===== config.mk =====
export PLATFORM = sky130hd
export DESIGN_NAME = dram_port_arbiter
export DESIGN_NICKNAME = d
export VERILOG_FILES = /design/src/rtl/dram_port_arbiter.sv
export SDC_FILE = /design/constraint.sdc
export NUM_CORES = 1
export LEC_CHECK = 0
export ABC_CLOCK_PERIOD_IN_PS = 1300
export CAP_MARGIN = 25
export CORE_AREA = 3 3 113 126
export CTS_BUF_LIST = sky130_fd_sc_hd__clkbuf_8
export DETAILED_ROUTE_END_ITERATION = 16
export DIE_AREA = 0 0 116 129
export MAX_ROUTING_LAYER = met4
export PLACE_DENSITY = 0.79
export SLEW_MARGIN = 20
export SYNTH_ARGS = -nofsm -noshare
export SYNTH_HDL_FRONTEND = slang
export SYNTH_SLANG_ARGS = --single-unit

===== constraint.sdc =====
create_clock -name clk -period 1.3 [get_ports clk]
set_input_delay 0.13 -clock clk [delete_from_list [all_inputs] [get_ports clk]]
set_output_delay 0.13 -clock clk [all_outputs]
set_load 0.01 [all_outputs]

===== src/rtl/dram_port_arbiter.sv =====
// N-port request arbiter in front of the single-requester SDRAM controller.
// One transaction at a time: IDLE picks a port, BUSY waits for the response, RELEASE idles for one cycle.
module dram_port_arbiter #(
    parameter int NUM_PORTS  = 2,
    parameter int ADDR_WIDTH = 24,
    parameter int DATA_WIDTH = 32,
    parameter int ARB_MODE   = 0,
    parameter int TIMEOUT    = 1024
) (
    input  logic                           clk,
    input  logic                           rst_n,
    input  logic [NUM_PORTS-1:0]           s_req_read,
    input  logic [NUM_PORTS-1:0]           s_req_write,
    input  logic [NUM_PORTS*ADDR_WIDTH-1:0] s_addr,
    input  logic [NUM_PORTS*DATA_WIDTH-1:0] s_wdata,
    output logic [DATA_WIDTH-1:0]          s_rdata,
    output logic [NUM_PORTS-1:0]           s_data_valid,
    output logic [NUM_PORTS-1:0]           s_write_complete,
    output logic [NUM_PORTS-1:0]           s_error,
    output logic                           m_req_read,
    output logic                           m_req_write,
    output logic [ADDR_WIDTH-1:0]          m_addr,
    output logic [DATA_WIDTH-1:0]          m_wdata,
    input  logic [DATA_WIDTH-1:0]          m_rdata,
    input  logic                           m_data_valid,
    input  logic                           m_write_complete,
    output logic [2:0]                     grant_idx
);

    localparam int CW = (TIMEOUT > 1) ? $clog2(TIMEOUT) : 1;
    localparam logic [CW-1:0] TO_LAST = CW'((TIMEOUT > 0) ? TIMEOUT - 1 : 0);
    localparam logic [2:0] RR_INIT = 3'(NUM_PORTS - 1);

    typedef enum logic [1:0] {IDLE, BUSY, RELEASE} state_t;

    state_t                 state, state_n;
    logic [2:0]             rr_ptr, rr_n;
    logic [CW-1:0]          tmo_cnt, tmo_n;
    logic                   req_rd_n, req_wr_n;
    logic [ADDR_WIDTH-1:0]  addr_n;
    logic [DATA_WIDTH-1:0]  wdata_n, rdata_n;
    logic [NUM_PORTS-1:0]   dv_n, wc_n, err_n, grant_oh;
    logic [2:0]             grant_n;

    logic [7:0]             pend8, wr8;
    logic                   win_valid;
    logic [2:0]             win_idx, cand;

    assign grant_oh = NUM_PORTS'(1) << grant_idx;

    // Round robin scans starting one past the last winner; fixed mode scans from port 0.
    always_comb begin
        pend8     = 8'(s_req_read | s_req_write);
        wr8       = 8'(s_req_write);
        win_valid = 1'b0;
        win_idx   = '0;
        cand      = '0;
        for (int k = 0; k < NUM_PORTS; k++) begin
            if (ARB_MODE == 0) cand = 3'(k);
            else               cand = 3'((int'(rr_ptr) + 1 + k) % NUM_PORTS);
            if (!win_valid && pend8[cand]) begin
                win_valid = 1'b1;
                win_idx   = cand;
            end
        end
    end

    always_comb begin
        state_n  = state;
        req_rd_n = m_req_read;
        req_wr_n = m_req_write;
        addr_n   = m_addr;
        wdata_n  = m_wdata;
        rdata_n  = s_rdata;
        dv_n     = '0;
        wc_n     = '0;
        err_n    = '0;
        grant_n  = grant_idx;
        rr_n     = rr_ptr;
        tmo_n    = tmo_cnt;
        case (state)
            IDLE: begin
                if (win_valid) begin
                    addr_n   = s_addr[int'(win_idx)*ADDR_WIDTH +: ADDR_WIDTH];
                    wdata_n  = s_wdata[int'(win_idx)*DATA_WIDTH +: DATA_WIDTH];
                    req_wr_n = wr8[win_idx];
                    req_rd_n = !wr8[win_idx];
                    grant_n  = win_idx;
                    rr_n     = win_idx;
                    tmo_n    = '0;
                    state_n  = BUSY;
                end
            end
            BUSY: begin
                tmo_n = tmo_cnt + CW'(1);
                // A matching response takes precedence over a timeout on the same cycle.
                if (m_req_read && m_data_valid) begin
                    rdata_n  = m_rdata;
                    dv_n     = grant_oh;
                    req_rd_n = 1'b0;
                    state_n  = RELEASE;
                end else if (m_req_write && m_write_complete) begin
                    wc_n     = grant_oh;
                    req_wr_n = 1'b0;
                    state_n  = RELEASE;
                end else if (TIMEOUT != 0 && tmo_cnt == TO_LAST) begin
                    err_n    = grant_oh;
                    req_rd_n = 1'b0;
                    req_wr_n = 1'b0;
                    state_n  = RELEASE;
                end
            end
            RELEASE: begin
                tmo_n   = '0;
                state_n = IDLE;
            end
            default: state_n = IDLE;
        endcase
    end

    always_ff @(posedge clk or negedge rst_n) begin
        if (!rst_n) begin
            state            <= IDLE;
            m_req_read       <= 1'b0;
            m_req_write      <= 1'b0;
            m_addr           <= '0;
            m_wdata          <= '0;
            s_rdata          <= '0;
            s_data_valid     <= '0;
            s_write_complete <= '0;
            s_error          <= '0;
            grant_idx        <= '0;
            rr_ptr           <= RR_INIT;
            tmo_cnt          <= '0;
        end else begin
            state            <= state_n;
            m_req_read       <= req_rd_n;
            m_req_write      <= req_wr_n;
            m_addr           <= addr_n;
            m_wdata          <= wdata_n;
            s_rdata          <= rdata_n;
            s_data_valid     <= dv_n;
            s_write_complete <= wc_n;
            s_error          <= err_n;
            grant_idx        <= grant_n;
            rr_ptr           <= rr_n;
            tmo_cnt          <= tmo_n;
        end
    end

endmodule


==> reports/qor.yml, run 1 <==
finish:
  fin_cells: 953
  drive_gt1_frac: 0.183
  fin_nets: 940
  fin_util: 0.661
  syn_to_final_growth_pct: 79.9
  design_area_um2: 8660
  n_antenna_cell: 0
place:
  dp_cells: 896
  placed_area_um2: 7720
  place_ws_ns: -0.516
  gp_congestion: 0.777
  io_buffers: 248
  dpl.hpwl_um: 10900
global_route:
  grt_usage: 0.219
  grt_pass1_vias: 5099
  overflow: 0
  grt_pass1_wl_um: 24900
  grt_max_degree: 110
  antenna_found_initial: 0
detailed_routing:
  avgViaCountPerCell: 4.99
  drt-total-wl_um: 16600
  post-route-drc-count: 0
  ant_nets: 0
  drt_iter0_drc: 143
  wl_per_cell_um: 17.4
  first_pass_iters: 4
  num_vias: 4758
pwr:
  vdd_ir_drop_max_v: 0.000930
  finalPower_mw: 17.0
  leakagePower_nw: 4.24
  power.density_nw_per_um2: 1960
logic_synthesis:
  ys_types: 38
  yosysSeqAreaShare: 0.567
  syn_area_um2: 4810
  yosys_warnings: 0
  synth_cells: 486
  synth-seq-cells: 109
  syn_area_per_cell_um2: 9.91
die:
  die_h_um: 129
  start_util: 0.367
  io_pins: 251
  row_count: 44
  die_area_um2: 15000
  die_width_um: 116
  core-area_um2: 13100
outcome:
  violations: "negative setup slack"
  status: "finished with violations"
critical_path:
  cp_data_arrival_time_ns: 1.70
  r2r_cells: 8
  startpoint_type: "flop"
  cp-end-kind: "flop"
  worst-setup-path-type: "flop to flop"
  r2r-start: "state[0]"
  ff2ff_setup_slack_ns: -0.16
  r2r_end: "s_rdata[25]"
  crit_path_start: "state[0]"
  cp_max_fo: 8
  worst-endpoint-required_ns: 1.55
timing:
  fin_worst_skew_ns: 0.0113
  finalSetupTns_ns: -8.90
  whs_ns: 0.279
  slew_headroom: 0.568
  finalSetupViolCount: 105
  setup_slack_ns: -0.155
  finalHoldViolations: 0
  drv_slew: 0
  fin_crit_sh: 1.12
  rsz0062_at_grt: "yes"
  fmax_mhz: 687
  min_period_ns: 1.46
  tightest_slew_ns: 0.649
cts:
  cts-root-buf: "clkbuf_8"
  clock-sinks: 109
  clock_latency_ns: 0.37
  path_clk_slew_ns: 0.11
  tritoncts.num_buffers: 9
  cts_buffer_depth: 2
  tritoncts: "yes"
  cts_max_level: 3
flow_run:
  max-cap-violations: 0
hold_path:
  hold_class: "input pin to flop"
  min_delay_worst_endpoint: "s_rdata[3]"
  min_path_cells: 3
  worst_hold_startpoint: "m_rdata[3]"
how the worst max path moves through the flow:
stage,to
4_1_cts,grant_idx[0]
3_3_place_gp,tmo_cnt[8]
6_report,s_rdata[25]
2_1_floorplan,m_addr[17]
3_5_place_dp,m_wdata[2]
5_1_grt,m_req_read
placed cells by master, fill, tap and decap left out, types with 6 or more instances in the layout:
cell type        instances
nand2_2                  7
clkdlybuf4s50_1        146
a21oi_2                 19
mux2i_1                 57
buf_6                    6
dlygate4sd2_1          100
dfrtp_1                108
clkbuf_8                 9
nand2_1                 99
nor2_1                  59
nor2_2                   6
buf_4                   37
buf_12                  11
a21oi_1                 41
buf_16                   9
o21ai_1                  8
cell families after synthesis:
kind of cell,after synthesis,share of synthesized area
and+or+nand+nor,198,0.169
DFF,109,0.567
AOI/OAI and AO/OA,86,0.103
muxes,57,0.119
buffers and inverters,33,0.0377
adders and majority gates,1,0.00260
other,1,0.000779
xor gates and xnor gates,1,0.00182
critical path, stage by stage, from the launching register on:
cell	delay, ns
dfrtp_1	0.36
buf_4	0.11
buf_6	0.09
nor2b_4	0.18
nand3_4	0.15
buf_12	0.17
buf_16	0.13
nand2_1	0.07
nand2_1	0.09
sequential cells by signal (all words and copies together), names as in the netlist:
signal	flops
s_data_valid	2
s_rdata	32
grant_idx	1
s_write_complete	2
tmo_cnt	10
m_req_write	1
s_error	2
state	2
m_addr	24
m_req_read	1
m_wdata	32
per-layer routing:
metal | global-route usage | part of all wire | vias up
met5 | - | 0 | -
met1 | 0.236 | 0.37 | 2305
li1 | - | - | 2239
met2 | 0.398 | 0.56 | 183
met4 | 0.0833 | 0.024 | 0
met3 | 0.0362 | 0.051 | 31
power by group:
group	switching, mW	total, mW	internal [mW]	leakage [nW]
Combinational	4.46	9.22	4.75	2.84
Sequential	0.822	5.66	4.84	1.30
Clock	1.19	2.09	0.903	0.0976
cells in the mapped netlist:
library cell    n  area (um2)
a41o_1          1        10.0
nand3_1         3        15.0
o21ai_1         8        40.0
ha_1            1        12.5
nor2_2          2        12.5
o21ai_0         2        10.0
and2_0          1        6.26
nor4_2          1        12.5
and4_1          2        17.5
a31oi_1         3        18.8
a22o_1          1        8.76
nand2b_1        2        12.5
xnor2_1         1        8.76
nand2_1       107         402
buf_2          19        95.1
or4_4           1        11.3
conb_1          1        3.75
o22ai_1         3        18.8
o31ai_1         3        22.5
or2_1           1        6.26
mux2i_1        57         571
inv_1           2        7.51
o21ai_2         1        8.76
clkbuf_1        3        11.3
clkbuf_4        1        7.51
nand4_1         4        25.0
a21oi_1        56         280
o211ai_1        1        7.51
nor2b_1         2        12.5
nor2_1         66         248
o21ai_4         1        16.3
dfrtp_1       109        2730
nor3_1          4        20.0
and3_1          1        6.26
a2bb2oi_1       1        8.76
buf_4           8        60.1
a21oi_2         5        43.8
nand4b_1        1        8.76
what timing repair did:
item	4_1_cts	5_1_grt
endpoints found under the hold margin	109	0
buffers inserted	14	15
pin swaps	11	8
hold buffers	1	0
cloned	13	0
endpoints found under the setup margin	201	110
gates resized for setup	134	30
final cells by class:
class	count	area, um2
Fill cell	1025	4440
Timing Repair Buffer	319	3380
Sequential cell	109	2730
Multi-Input combinational cell	346	2150
Tap cell	161	201
Clock buffer	9	124
Clock inverter	7	75.1
Inverter	2	7.51
(Power assumes the default switching activity.)
==> run 2, diff against run 1 <==
- ABC_AREA: unset -> 1
- CORE_AREA: 3 3 113 126 -> 3 3 115 128
- CTS_CLUSTER_SIZE: unset -> 25
- DIE_AREA: 0 0 116 129 -> 0 0 118 131
==> reports/qor.yml, run 2 <==
detailed_routing:
  avgViaCountPerCell: 5.05  # was 4.99
  drt_iter0_drc: 403  # was 143
  ant_nets: 0  # unchanged
  first_pass_iters: 4  # unchanged
  num_vias: 5299  # was 4,758
  wl_per_cell_um: 16.9  # was 17.4 um
  drt-total-wl_um: 17700  # was 16,600 um
  post-route-drc-count: 0  # unchanged
cts:
  cts_max_level: 3  # unchanged
  tritoncts.num_buffers: 9  # unchanged
  clock_latency_ns: 0.39  # was 0.37 ns
  cts-root-buf: "clkbuf_8"  # unchanged
  clock-sinks: 109  # unchanged
  cts_buffer_depth: 2  # unchanged
  tritoncts: "yes"  # unchanged
  path_clk_slew_ns: 0.10  # was 0.11 ns
critical_path:
  worst-setup-path-type: "flop to flop"  # unchanged
  cpPeakStageDelay_ns: 0.46  # was 0.36 ns
  cp-end-kind: "flop"  # unchanged
  startpoint_type: "flop"  # unchanged
  worst-endpoint-required_ns: 1.61  # was 1.55 ns
  path_cells: "nor2_4 > buf_12 > nand3_4 > o21ai_4 > buf_12 > nand2_2 > o21ai_1"  # was buf_4 > buf_6 > nor2b_4 > nand3_4 > buf_12 > buf_16 > nand2_1 > nand2_1
  cp_data_arrival_time_ns: 1.64  # was 1.70 ns
  path_buf_inv: 2  # was 4
  worst_path_max_delay_cell: "dfrtp_2"  # was dfrtp_1
  cp_max_fo: 5  # was 8
  path_common_cell: "buf_12"  # was nand2_1
  critPathTopFamily: "flip-flops"  # was buffers and inverters
timing:
  fin_worst_skew_ns: 0.0114  # was 0.0113 ns
  fmax_mhz: 748  # was 687 MHz
  fin_crit_sh: 1.03  # was 1.12
  rsz0062_at_grt: "yes"  # unchanged
  finalSetupTns_ns: -0.168  # was -8.90 ns
  finalHoldViolations: 0  # unchanged
  finalSetupViolCount: 15  # was 105
  min_period_ns: 1.34  # was 1.46 ns
  drv_slew: 0  # unchanged
  setup_slack_ns: -0.0372  # was -0.155 ns
finish:
  layout.cells.most_common_list: "150 x clkdlybuf4s50_1, 138 x a21oi_1, 116 x nand2_1"  # was 146 x clkdlybuf4s50_1, 108 x dfrtp_1, 100 x dlygate4sd2_1
  design_area_um2: 8620  # was 8660 um2
  drive_gt1_frac: 0.169  # was 0.183
  n_antenna_cell: 0  # unchanged
  layout_commonest_cell: "clkdlybuf4s50_1"  # unchanged
  syn_to_final_growth_pct: 70.0  # was 79.9%
  reg.largest.list: "m_wdata x32, s_rdata x32, m_addr x24"  # unchanged
  fin_nets: 1010  # was 940
die:
  io_pins: 251  # unchanged
  die_width_um: 118  # was 116 um
  row_count: 45  # was 44
  core-area_um2: 13700  # was 13,100 um2
  start_util: 0.371  # was 0.367
  die_area_um2: 15500  # was 15,000 um2
  die_h_um: 131  # was 129 um
pwr:
  power.density_nw_per_um2: 1880  # was 1960 nW/um2
  vdd_ir_drop_max_v: 0.00108  # was 0.000930 V
  leakagePower_nw: 3.79  # was 4.24 nW
logic_synthesis:
  ys.flop_type: "dfrtp_1"  # unchanged
  synth_most_common_cell: "a21oi_1"  # was dfrtp_1
  yosys-top-cells-area: "dfrtp_1 54%, a21oi_1 17%, nand2_1 9.6%"  # was dfrtp_1 57%, mux2i_1 12%, nand2_1 8.3%
  ys_types: 24  # was 38
  syn_area_um2: 5070  # was 4810 um2
  yosysSeqAreaShare: 0.538  # was 0.567
  netlist.area_leader.share: 0.538  # was 0.567
  synth_cells: 584  # was 486
  synth_edf_count: 0  # unchanged
  synth-seq-cells: 109  # unchanged
  syn_area_per_cell_um2: 8.68  # was 9.91 um2
  yosys_warnings: 0  # unchanged
  async_reset_ff_frac: 1.00  # unchanged
  synth_largest_area_cell: "dfrtp_1"  # unchanged
  yosys-top-cells-count: "171 x a21oi_1, 130 x nand2_1, 109 x dfrtp_1"  # was 109 x dfrtp_1, 107 x nand2_1, 66 x nor2_1
place:
  dpl.hpwl_um: 11800  # was 10,900 um
  gp_congestion: 0.855  # was 0.777
  placed_area_um2: 8080  # was 7720 um2
  io_buffers: 248  # unchanged
outcome:
  status: "finished with violations"  # unchanged
  violations: "negative setup slack"  # unchanged
global_route:
  grt_pass1_vias: 5114  # was 5,099
  overflow: 0  # unchanged
  grt_max_degree: 56  # was 110
  grt_pass1_wl_um: 25800  # was 24,900 um
  antenna_found_initial: 0  # unchanged
  grt_usage: 0.215  # was 0.219
flow_run:
  max-cap-violations: 0  # unchanged
hold_path:
  hold_class: "input pin to asynchronous set/reset pin"  # was input pin to flop
[run 2: path summary, 6_finish.rpt]
path	from	to	slack, ns	cells after the start
setup reg to reg	state[1]	tmo_cnt[8]	-0.04	7
setup / recovery	state[1]	tmo_cnt[8]	-0.04	7
hold reg to reg	s_rdata[6]	s_rdata[6]	0.47	2
min in group clk	m_rdata[29]	s_rdata[29]	0.27	3
hold / removal	rst_n	s_rdata[7]	0.12	2
max in group asynchronous	rst_n	m_wdata[12]	0.64	3
[run 2: kinds of logic after synthesis]
| family | count (synthesis) | share of synthesized area |
|---|---|---|
| and+or+nand+nor | 222 | 0.214 |
| buffers and inverters | 62 | 0.0567 |
| DFF | 109 | 0.538 |
| adders and majority gates | 1 | 0.00247 |
| AOI/OAI and AO/OA | 189 | 0.188 |
| other | 1 | 0.000739 |
[run 2: power by group]
part	total, mW	switching (mW)	internal, mW	leakage [nW]
sequential	5.73	0.816	4.92	1.30
clock	2.14	1.23	0.903	0.100
combinational	8.32	4.33	3.99	2.39
total	16.2	6.38	9.81	3.79
[run 2: routing by layer]
| metal | GRT usage | wire (um) |
|---|---|---|
| met1 | 0.261 | 7200 |
| met2 | 0.358 | 9050 |
| met3 | 0.0396 | 1090 |
| met4 | 0.0890 | 365 |
| met5 | - | 0 |
[run 2: final cells by class]
cell class,count,area [um2]
clock buffer,9,124
tap,188,235
clock inverter,7,73.8
inverter,18,70.1
timing repair buffer,305,3030
multi-input combinational,414,2360
sequential,109,2730
fill,1212,5060
[run 2: timing repair]
item                       4_1_cts  5_1_grt
cloned                           0        4
hold endpoints to repair       109        0
setup endpoints to repair      107      101
hold buffers                     1        0
buffers inserted                 1        5
resized for setup              101       86
pin swaps                        0        7
[run 2: through the flow]
step           total power [mW]  utilization  std cells  setup slack (ns)  hold WS (ns)
5_1_grt                    17.4        0.630       1050            -0.117        0.0891
3_5_place_dp               14.2        0.591       1023            -0.261       -0.0184
3_3_place_gp               14.0        0.591       1023            -0.248       -0.0240
6_report                   16.2        0.630       1050           -0.0372         0.123
2_1_floorplan              9.35            -        585            0.0266        -0.166
4_1_cts                    15.4        0.599       1041           0.00141        0.0864
==> run 3, diff against run 2 <==
- ABC_CLOCK_PERIOD_IN_PS: 1300 -> 1450
- CAP_MARGIN: 25 -> 40
- CORE_AREA: 3 3 115 128 -> 3 3 105 127
- DIE_AREA: 0 0 118 131 -> 0 0 108 130
- PLACE_DENSITY: 0.79 -> 0.83
- clock period: 1.3 -> 1.45 ns (I/O delays scaled with it)
==> reports/qor.yml, run 3 (synthesized netlist as in run 2, its figures left out) <==
outcome:
  status: "completed"  # was finished with violations
cts:
  clock-sinks: 109  # unchanged
  tritoncts.num_buffers: 9  # unchanged
  cts_max_level: 3  # unchanged
  tritoncts: "yes"  # unchanged
  cts-root-buf: "clkbuf_8"  # unchanged
  path_clk_slew_ns: 0.09  # was 0.10 ns
  clock_latency_ns: 0.36  # was 0.39 ns
  cts_buffer_depth: 2  # unchanged
finish:
  reg.largest.list: "m_wdata x32, s_rdata x32, m_addr x24"  # unchanged
  drive_gt1_frac: 0.0741  # was 0.169
  fin_util: 0.684  # was 0.630
  fin_nets: 986  # was 1,010
  layout_commonest_cell: "a21oi_1"  # was clkdlybuf4s50_1
  layout.cells.most_common_list: "171 x a21oi_1, 156 x clkdlybuf4s50_1, 128 x nand2_1"  # was 150 x clkdlybuf4s50_1, 138 x a21oi_1, 116 x nand2_1
  n_antenna_cell: 0  # unchanged
  syn_to_final_growth_pct: 64.2  # was 70.0%
critical_path:
  r2r_cells: 5  # was 7
  worst_path_max_delay_cell: "clkdlybuf4s50_1"  # was dfrtp_2
  worst-endpoint-required_ns: 1.31  # was 1.61 ns
  worst-setup-path-type: "flop to primary output"  # was flop to flop
  cp_max_fo: 2  # was 5
  path_buf_inv: 1  # was 2
  cp-end-kind: "primary output"  # was flop
  cp.depth: 1  # was 7
  path_cells: "clkdlybuf4s50_1"  # was nor2_4 > buf_12 > nand3_4 > o21ai_4 > buf_12 > nand2_2 > o21ai_1
  cp_data_arrival_time_ns: 1.28  # was 1.64 ns
  startpoint_type: "flop"  # unchanged
  critPathTopFamily: "buffers and inverters"  # was flip-flops
  cpPeakStageDelay_ns: 0.55  # was 0.46 ns
detailed_routing:
  wl_per_cell_um: 18.1  # was 16.9 um
  drt_iter0_drc: 615  # was 403
  avgViaCountPerCell: 5.47  # was 5.05
  ant_nets: 0  # unchanged
  first_pass_iters: 5  # was 4
  drt-total-wl_um: 18100  # was 17,700 um
  num_vias: 5456  # was 5,299
  post-route-drc-count: 0  # unchanged
global_route:
  grt_usage: 0.250  # was 0.215
  grt_pass1_vias: 5435  # was 5,114
  overflow: 0  # unchanged
  grt_max_degree: 61  # was 56
  antenna_found_initial: 0  # unchanged
  grt_pass1_wl_um: 27000  # was 25,800 um
pwr:
  power.density_nw_per_um2: 1700  # was 1880 nW/um2
  vdd_ir_drop_max_v: 0.000871  # was 0.00108 V
  leakagePower_nw: 4.18  # was 3.79 nW
timing:
  finalSetupViolCount: 0  # was 15
  fin_worst_skew_ns: 0.0128  # was 0.0114 ns
  fin_crit_sh: 0.981
  drv_slew: 0  # unchanged
  finalHoldViolations: 0  # unchanged
  rsz0062_at_grt: "yes"  # unchanged
  min_period_ns: 1.42
  fmax_mhz: 703
  whs_ns: 0.144  # was 0.123 ns
die:
  io_pins: 251  # unchanged
  core-area_um2: 12200  # was 13,700 um2
  die_area_um2: 14000  # was 15,500 um2
  row_count: 44  # was 45
  die_h_um: 130  # was 131 um
  die_width_um: 108  # was 118 um
  start_util: 0.417  # was 0.371
place:
  io_buffers: 248  # unchanged
  dpl.hpwl_um: 12600  # was 11,800 um
  gp_congestion: 0.895  # was 0.855
hold_path:
  hold_class: "input pin to asynchronous set/reset pin"  # unchanged
flow_run:
  max-cap-violations: 0  # unchanged
[run 3: changes by cell type in the layout (fill, tap and decap cells not counted), sizes merged]
cell,delta
buf,-22
clkdlybuf4s50,+6
clkinv,-3
clkinvlp,-1
dlygate4sd2,-77
dlymetal6s2s,+71
inv,+1
[run 3: timing repair]
item,in CTS,in global routing
buffers inserted,0,1
gates resized for setup,22,80
endpoints found under the setup margin,23,118
endpoints found under the hold margin,109,0
hold buffers,1,0
pin swaps,0,1
gates cloned,0,1
[run 3: metal layers]
metal | GRT usage | part of all wire | wire length, um
met5 | - | 0 | 0
met4 | 0.0847 | 0.027 | 495
met3 | 0.0539 | 0.087 | 1570
met2 | 0.419 | 0.49 | 8920
met1 | 0.299 | 0.39 | 7060
[run 3: through the flow]
step / instance area (um2) / power [mW] / TNS (ns) / instances / worst slack [ns]
5_1_grt: 8330 / 15.2 / -0.0557 / 998 / -0.0228
3_5_place_dp: 7900 / 12.7 / -10.11 / 980 / -0.296
6_report: 8330 / 14.2 / 0 / 998 / 0.0276
4_1_cts: 8090 / 14.3 / 0 / 996 / 0.0000711
2_1_floorplan: 5070 / 8.38 / 0 / 585 / 0.136
3_3_place_gp: 7900 / 12.4 / -7.31 / 980 / -0.147
[run 3: final cells by class]
cell class | instances | area (um2)
clock buffer | 11 | 151
clock inverter | 4 | 41.3
fill | 897 | 3840
inverter | 18 | 70.1
multi-input combinational | 414 | 2120
sequential | 109 | 2730
tap | 161 | 201
timing repair buffer | 281 | 3020
[run 3: worst reg2reg max path, cell delays in order, from the launching register on]
cell	delay, ns
dfrtp_1	0.46
nor2_4	0.18
buf_4	0.20
buf_16	0.19
a21oi_1	0.10
a21oi_1	0.17
[run 3: path summary, 6_finish.rpt]
| kind | start | endpoint | slack (ns) |
|---|---|---|---|
| max | m_wdata[10] | m_wdata[10] | 0.03 |
| min in group clk | m_rdata[19] | s_rdata[19] | 0.31 |
| min | rst_n | s_rdata[21] | 0.14 |
| max reg2reg | state[1] | m_wdata[21] | 0.08 |
| max in group asynchronous | rst_n | m_wdata[29] | 0.77 |
| min reg2reg | s_rdata[9] | s_rdata[9] | 0.48 |
[run 3: power by group]
group          switching [mW]  leakage, nW  internal [mW]
logic                    3.64         2.76           3.51
clock network           0.977        0.109          0.869
registers               0.773         1.31           4.41
